===== src/rtl/shiftregister_univ_if.sv =====
// Command/status bundle for the universal shift register.
// start is taken only while busy=0; each accepted start produces exactly one done pulse.
interface shiftregister_univ_if #(
    parameter int WIDTH = 8
);
    localparam int CW = $clog2(WIDTH) + 1;

    logic             load;
    logic             shift;
    logic             dir;
    logic [1:0]       fill;
    logic             serial_in;
    logic [WIDTH-1:0] I;
    logic             start;
    logic [CW-1:0]    count;
    logic [WIDTH-1:0] Q;
    logic             serial_out;
    logic             busy;
    logic             done;
    logic             state_dbg;

    modport master (
        output load, shift, dir, fill, serial_in, I, start, count,
        input  Q, serial_out, busy, done, state_dbg
    );

    modport slave (
        input  load, shift, dir, fill, serial_in, I, start, count,
        output Q, serial_out, busy, done, state_dbg
    );
endinterface


===== src/rtl/shiftregister_univ.sv =====
// Universal shift register: load, left/right shift with four fill modes,
// serial out, and a burst sequencer running count shifts from one start pulse.
module shiftregister_univ #(
    parameter int               WIDTH     = 8,
    parameter logic [WIDTH-1:0] RESET_VAL = '0
) (
    input logic                 CLK,
    input logic                 RST,
    shiftregister_univ_if.slave bus
);
    localparam int CW = $clog2(WIDTH) + 1;

    typedef enum logic {S_IDLE, S_BUSY} state_t;

    state_t           r_state;
    logic [WIDTH-1:0] r_q;
    logic             r_so;
    logic             r_busy;
    logic             r_done;
    logic             r_dir;
    logic [1:0]       r_fill;
    logic [CW-1:0]    r_rem;

    logic             w_dir;
    logic [1:0]       w_fill;
    logic             w_fbit;
    logic [WIDTH-1:0] w_shifted;
    logic             w_out;

    // A burst uses the direction/fill captured at start, not the live inputs.
    assign w_dir  = (r_state == S_BUSY) ? r_dir  : bus.dir;
    assign w_fill = (r_state == S_BUSY) ? r_fill : bus.fill;

    always_comb begin
        w_fbit    = 1'b0;
        w_shifted = r_q;
        w_out     = 1'b0;
        case (w_fill)
            2'b00:   w_fbit = 1'b0;
            2'b01:   w_fbit = bus.serial_in;
            2'b10:   w_fbit = w_dir ? r_q[0] : r_q[WIDTH-1];
            default: w_fbit = w_dir ? r_q[WIDTH-1] : r_q[0];
        endcase
        if (w_dir) begin
            w_shifted = {w_fbit, r_q[WIDTH-1:1]};
            w_out     = r_q[0];
        end else begin
            w_shifted = {r_q[WIDTH-2:0], w_fbit};
            w_out     = r_q[WIDTH-1];
        end
    end

    always_ff @(posedge CLK or posedge RST) begin
        if (RST) begin
            r_state <= S_IDLE;
            r_q     <= RESET_VAL;
            r_so    <= 1'b0;
            r_busy  <= 1'b0;
            r_done  <= 1'b0;
            r_dir   <= 1'b0;
            r_fill  <= 2'b00;
            r_rem   <= '0;
        end else begin
            r_done <= 1'b0;
            case (r_state)
                S_IDLE: begin
                    if (bus.start) begin
                        if (bus.count != '0) begin
                            r_state <= S_BUSY;
                            r_busy  <= 1'b1;
                            r_dir   <= bus.dir;
                            r_fill  <= bus.fill;
                            r_rem   <= bus.count;
                        end else begin
                            r_done <= 1'b1;
                        end
                    end else if (bus.shift) begin
                        r_q  <= w_shifted;
                        r_so <= w_out;
                    end else if (bus.load) begin
                        r_q <= bus.I;
                    end
                end
                default: begin
                    r_q   <= w_shifted;
                    r_so  <= w_out;
                    r_rem <= r_rem - 1'b1;
                    if (r_rem == CW'(1)) begin
                        r_state <= S_IDLE;
                        r_busy  <= 1'b0;
                        r_done  <= 1'b1;
                    end
                end
            endcase
        end
    end

    assign bus.Q          = r_q;
    assign bus.serial_out = r_so;
    assign bus.busy       = r_busy;
    assign bus.done       = r_done;
    assign bus.state_dbg  = (r_state == S_BUSY);
endmodule


===== src/flat_wrapper.sv =====
// flat-port wrapper written by rule: the top's interface ports become plain ports
module shiftregister_univ_flat 
#(
    parameter int               WIDTH     = 8,
    parameter logic [WIDTH-1:0] RESET_VAL = '0
)
  (CLK, RST, bus_load, bus_shift, bus_dir, bus_fill, bus_serial_in, bus_I, bus_start, bus_count, bus_Q, bus_serial_out, bus_busy, bus_done, bus_state_dbg);
  shiftregister_univ_if #(.WIDTH(WIDTH)) bus_i ();
  input logic CLK;
  input logic RST;
  input wire logic [$bits(bus_i.load)-1:0] bus_load;
  input wire logic [$bits(bus_i.shift)-1:0] bus_shift;
  input wire logic [$bits(bus_i.dir)-1:0] bus_dir;
  input wire logic [$bits(bus_i.fill)-1:0] bus_fill;
  input wire logic [$bits(bus_i.serial_in)-1:0] bus_serial_in;
  input wire logic [$bits(bus_i.I)-1:0] bus_I;
  input wire logic [$bits(bus_i.start)-1:0] bus_start;
  input wire logic [$bits(bus_i.count)-1:0] bus_count;
  output wire logic [$bits(bus_i.Q)-1:0] bus_Q;
  output wire logic [$bits(bus_i.serial_out)-1:0] bus_serial_out;
  output wire logic [$bits(bus_i.busy)-1:0] bus_busy;
  output wire logic [$bits(bus_i.done)-1:0] bus_done;
  output wire logic [$bits(bus_i.state_dbg)-1:0] bus_state_dbg;
  assign bus_i.load = bus_load;
  assign bus_i.shift = bus_shift;
  assign bus_i.dir = bus_dir;
  assign bus_i.fill = bus_fill;
  assign bus_i.serial_in = bus_serial_in;
  assign bus_i.I = bus_I;
  assign bus_i.start = bus_start;
  assign bus_i.count = bus_count;
  assign bus_Q = bus_i.Q;
  assign bus_serial_out = bus_i.serial_out;
  assign bus_busy = bus_i.busy;
  assign bus_done = bus_i.done;
  assign bus_state_dbg = bus_i.state_dbg;
  shiftregister_univ #(.WIDTH(WIDTH), .RESET_VAL(RESET_VAL)) u_core (.CLK(CLK), .RST(RST), .bus(bus_i));
endmodule

===== config.mk =====
export PLATFORM = sky130hd
export DESIGN_NAME = shiftregister_univ_flat
export DESIGN_NICKNAME = d
export VERILOG_FILES = /design/src/rtl/shiftregister_univ_if.sv /design/src/rtl/shiftregister_univ.sv /design/src/flat_wrapper.sv
export SDC_FILE = /design/constraint.sdc
export NUM_CORES = 1
export LEC_CHECK = 0
export BUFFER_PORTS_ARGS = -buffer_cell sky130_fd_sc_hd__buf_4
export CAP_MARGIN = 0
export CELL_PAD_IN_SITES_DETAIL_PLACEMENT = 1
export CELL_PAD_IN_SITES_GLOBAL_PLACEMENT = 2
export CORE_AREA = 2 2 65 67
export CTS_CLUSTER_SIZE = 28
export DETAILED_ROUTE_END_ITERATION = 8
export DIE_AREA = 0 0 67 69
export GPL_TIMING_DRIVEN = 0
export PLACE_DENSITY = 0.83
export SYNTH_ARGS = -nofsm -noshare
export SYNTH_HDL_FRONTEND = slang
export SYNTH_SLANG_ARGS = --single-unit

===== constraint.sdc =====
create_clock -name CLK -period 1.7 [get_ports CLK]
set_input_delay 0.34 -clock CLK [delete_from_list [all_inputs] [get_ports CLK]]
set_output_delay 0.34 -clock CLK [all_outputs]
set_load 0.03 [all_outputs]

==> flow_summary.ini <==
[status]
status = finished clean

[synth]
synth_area_leader_cell = sky130_fd_sc_hd__dfrtp_1
synthesis.instances = 111
synth_largest_type_area_fraction = 0.424
synthAdderAreaFrac = 0.0223
ys_seq_area_frac = 0.424
xor_and_xnor_fraction_of_the_mapped_netlist_area = 0.0156
synth_area_in_compound_gates = 0.243
synth.area.top_cells = sky130_fd_sc_hd__dfrtp_1, sky130_fd_sc_hd__mux2i_1, sky130_fd_sc_hd__a21o_1, sky130_fd_sc_hd__a211oi_1, sky130_fd_sc_hd__mux2_4
synth_warnings = 0
synthesis.nets = 134
synth.ff_latch_count = 19
combinational_family_with_the_most_area_after_synthesis = compound AO/OA/AOI/OAI gates
mapped_avg_cell_area_um2 = 10.1
synth.mux.area_fraction = 0.132
synth-simple-area-share = 0.100
netlist_area_um2 = 1120
library_cells_used_by_synthesis = 37

[sta]
period_needed_ns = 1.56
finClkSkew_ns = 0.00291
min_period_over_period = 0.921
rsz0062_at_grt = false
worst-slew-pin-transition_ns = 0.728
max_freq_mhz = 639
number_of_max_slew_violations_in_the_final_report = 0
timing.slew.headroom = 0.514
hold_slack_ns = 0.203
setup_viol_count_final = 0
finalHoldViolCount = 0

[grt]
global_route.usage.total = 0.138
initial_antenna_violation_count = 0
first_global_vias = 1030
grt_overflow = 0
grt_first_pass_wirelength_mm = 4.97
maximum_number_of_pins_on_one_net_before_global_route_repair = 20

[cells_and_area]
fin_util = 0.383
num_antenna_cells = 0
final_net_count = 172
drive_gt1_frac = 0.345
design_area_um2 = 1500
synthToLayoutAreaGrowth_pct = 33.7
instances_no_fill = 198

[placed_design]
io_buffer_count = 32
final_wtd_congestion = 0.859
numPlacedInstances = 193
dpl_cell_area_um2 = 1430
place.detailed.hpwl_mm = 2.33

[routing]
drc = 0
drt.antenna.violating_nets = 0
dr_total_vias = 1029
postRouteWirelength_mm = 3.01
detail_route.wl_per_cell_um = 15.2
detailed_router_s_first_iteration_violation_count = 17
drt-vias-per-instance = 5.20
detail_route.first_pass.iterations = 4

[hold_path]
hp-class = in2async

[worst_setup_path]
crit_start = u_core.bus.state_dbg$_DFF_PP0_
rrSetupSlack_ns = 0.14
worstRegToRegCells = 7
arrival_ns = 1.74
cp-start-kind = register
crit-reg2reg-capture = u_core.bus.Q[7]$_DFFE_PP0P_
timing.rr.start = u_core.bus.state_dbg$_DFF_PP0_
crit_path_max_fanout = 10
data_required_time_at_the_worst_endpoint_ns = 1.88
critPathKind = reg2reg
worst_setup_path_endpoint = u_core.bus.Q[7]$_DFFE_PP0P_
critPathCaptureType = register

[floorplanning]
design.core.area_um2 = 3910
design.die.area_um2 = 4620
start_util = 0.286
die-width_um = 67
io-pin-count = 33
fp.dieH_um = 69
row_count = 23

[run]
timing.max_cap.violations = 0

[clock_network]
cts_tree = done
clock_buffer_count_from_cts = 3
root_buffer = sky130_fd_sc_hd__clkbuf_8
clock_latency_ns = 0.26
clk_path_buf_depth = 2
clock_sinks = 19
htreeDepth = 1
clkSlewWorstSetupHoldPaths_ns = 0.08
cts_hold_bufs = 0

[pwr]
power.static_leakage_nw = 0.746
pwr_density_cell_nw_per_um2 = 2060
power.total_w = 0.00309
max-vdd-ir-drop_mv = 0.553
report_power, final:
part	switching (W)	leakage, nW	internal, W	total [W]
Sequential	0.000228	0.225	0.000697	0.000925
Clock	0.000160	0.0255	0.000163	0.000324
Combinational	0.000954	0.496	0.000890	0.00184
worst min-delay path by stage:
| stage | start | endpoint | slack (ns) | cells past startpoint |
|---|---|---|---|---|
| 4_1_cts | RST | u_core.bus.Q[2]$_DFFE_PP0P_ | 0.23 | 2 |
| 6_report | RST | u_core.r_fill[1]$_DFFE_PP0P_ | 0.20 | 2 |
| 3_5_place_dp | u_core.bus.busy$_DFFE_PP0P_ | u_core.bus.busy$_DFFE_PP0P_ | 0.48 | 1 |
| 3_3_place_gp | u_core.bus.busy$_DFFE_PP0P_ | u_core.bus.busy$_DFFE_PP0P_ | 0.47 | 1 |
| 2_1_floorplan | RST | u_core.bus.Q[0]$_DFFE_PP0P_ | 0.29 | 1 |
| 5_1_grt | RST | u_core.r_fill[1]$_DFFE_PP0P_ | 0.28 | 2 |
critical path, cell delays in order, from the launching register on:
cell	delay [ns]
sky130_fd_sc_hd__dfrtp_2	0.40
sky130_fd_sc_hd__buf_4	0.18
sky130_fd_sc_hd__inv_2	0.10
sky130_fd_sc_hd__and2_1	0.12
sky130_fd_sc_hd__buf_2	0.17
sky130_fd_sc_hd__buf_2	0.24
sky130_fd_sc_hd__nand2_1	0.08
sky130_fd_sc_hd__a41oi_1	0.19
what timing repair did:
item | CTS | global route
pin swaps | 0 | 0
resized for setup | 1 | 3
buffers inserted | 0 | 2
setup endpoints to repair | 6 | 6
layout make-up:
cell class | count | area [um^2]
multi-input cells | 77 | 576
plain buffers | 6 | 40.0
repair buffers | 34 | 268
clock buffers | 3 | 41.3
flip-flops and latches | 19 | 477
clock inverters | 1 | 5.00
well taps | 50 | 62.6
fillers | 473 | 2410
inverters | 8 | 30.0
cells in the mapped netlist:
cell,count
sky130_fd_sc_hd__a2111oi_0,1
sky130_fd_sc_hd__a211oi_1,7
sky130_fd_sc_hd__a21boi_0,1
sky130_fd_sc_hd__a21o_1,8
sky130_fd_sc_hd__a21oi_1,6
sky130_fd_sc_hd__a221oi_1,2
sky130_fd_sc_hd__a31oi_1,2
sky130_fd_sc_hd__a41oi_1,1
sky130_fd_sc_hd__and2_1,1
sky130_fd_sc_hd__and3_1,1
sky130_fd_sc_hd__and3_4,1
sky130_fd_sc_hd__buf_2,2
sky130_fd_sc_hd__buf_4,1
sky130_fd_sc_hd__buf_6,1
sky130_fd_sc_hd__clkbuf_1,3
sky130_fd_sc_hd__dfrtp_1,19
sky130_fd_sc_hd__ha_1,2
sky130_fd_sc_hd__inv_1,7
sky130_fd_sc_hd__inv_2,1
sky130_fd_sc_hd__mux2_4,3
sky130_fd_sc_hd__mux2i_1,8
sky130_fd_sc_hd__mux2i_4,1
sky130_fd_sc_hd__nand2_1,6
sky130_fd_sc_hd__nand3_1,1
sky130_fd_sc_hd__nor2_1,8
sky130_fd_sc_hd__nor3_1,1
sky130_fd_sc_hd__nor4b_1,1
sky130_fd_sc_hd__o211ai_1,3
sky130_fd_sc_hd__o21ai_0,3
sky130_fd_sc_hd__o21ai_1,1
sky130_fd_sc_hd__o21bai_1,1
sky130_fd_sc_hd__o221ai_1,2
sky130_fd_sc_hd__o31ai_1,1
sky130_fd_sc_hd__or2_1,1
sky130_fd_sc_hd__or4_4,1
sky130_fd_sc_hd__xnor2_1,1
sky130_fd_sc_hd__xor2_1,1
routing by layer:
layer | GRT usage | wire, um
met1 | 0.179 | 1300
met2 | 0.230 | 1500
met3 | 0.0310 | 184
met4 | 0.0340 | 23
met5 | 0 | 0
layout by cell type, fill, tap and decap left out, drive strengths merged, types with 2 or more instances in the layout:
cell    Yosys  routed
ha          2       2
a211oi      7       7
a21oi       6       6
a21o        8       8
inv         8       8
a31oi       2       2
o21ai       4       4
buf         4      39
mux2i       9       9
and3        2       2
o211ai      3       3
nand2       6       6
nor2        8       8
dfrtp      19      19
a221oi      2       2
clkbuf      3       4
o221ai      2       2
mux2        3       3
cells by family (layout without fill, tap and decap cells):
logic type	Yosys count	count (layout)
flip-flops	19	19
buffers and inverters	15	52
adder cells (fa/ha/maj)	2	2
AND/OR/NAND/NOR	22	22
XOR/XNOR	2	2
multiplexers	12	12
AO/OA/AOI/OAI	39	39
metrics by stage:
step,TNS [ns],setup WS (ns)
detailed placement,-0.355,-0.0854
finish,0,0.135
global placement,-0.101,-0.0343
global route,0,0.0406
floorplan,0,0.0863
CTS,0,0.0134
state kept, by name, indices dropped and copies added, names as in the netlist:
register / flops
u_core.bus.done: 1
u_core.bus.state_dbg: 1
u_core.bus.Q: 8
u_core.bus.serial_out: 1
u_core.bus.busy: 1
u_core.r_fill: 2
u_core.r_rem: 4
u_core.r_dir: 1
No activity file was read; power rests on OpenSTA's default activity.
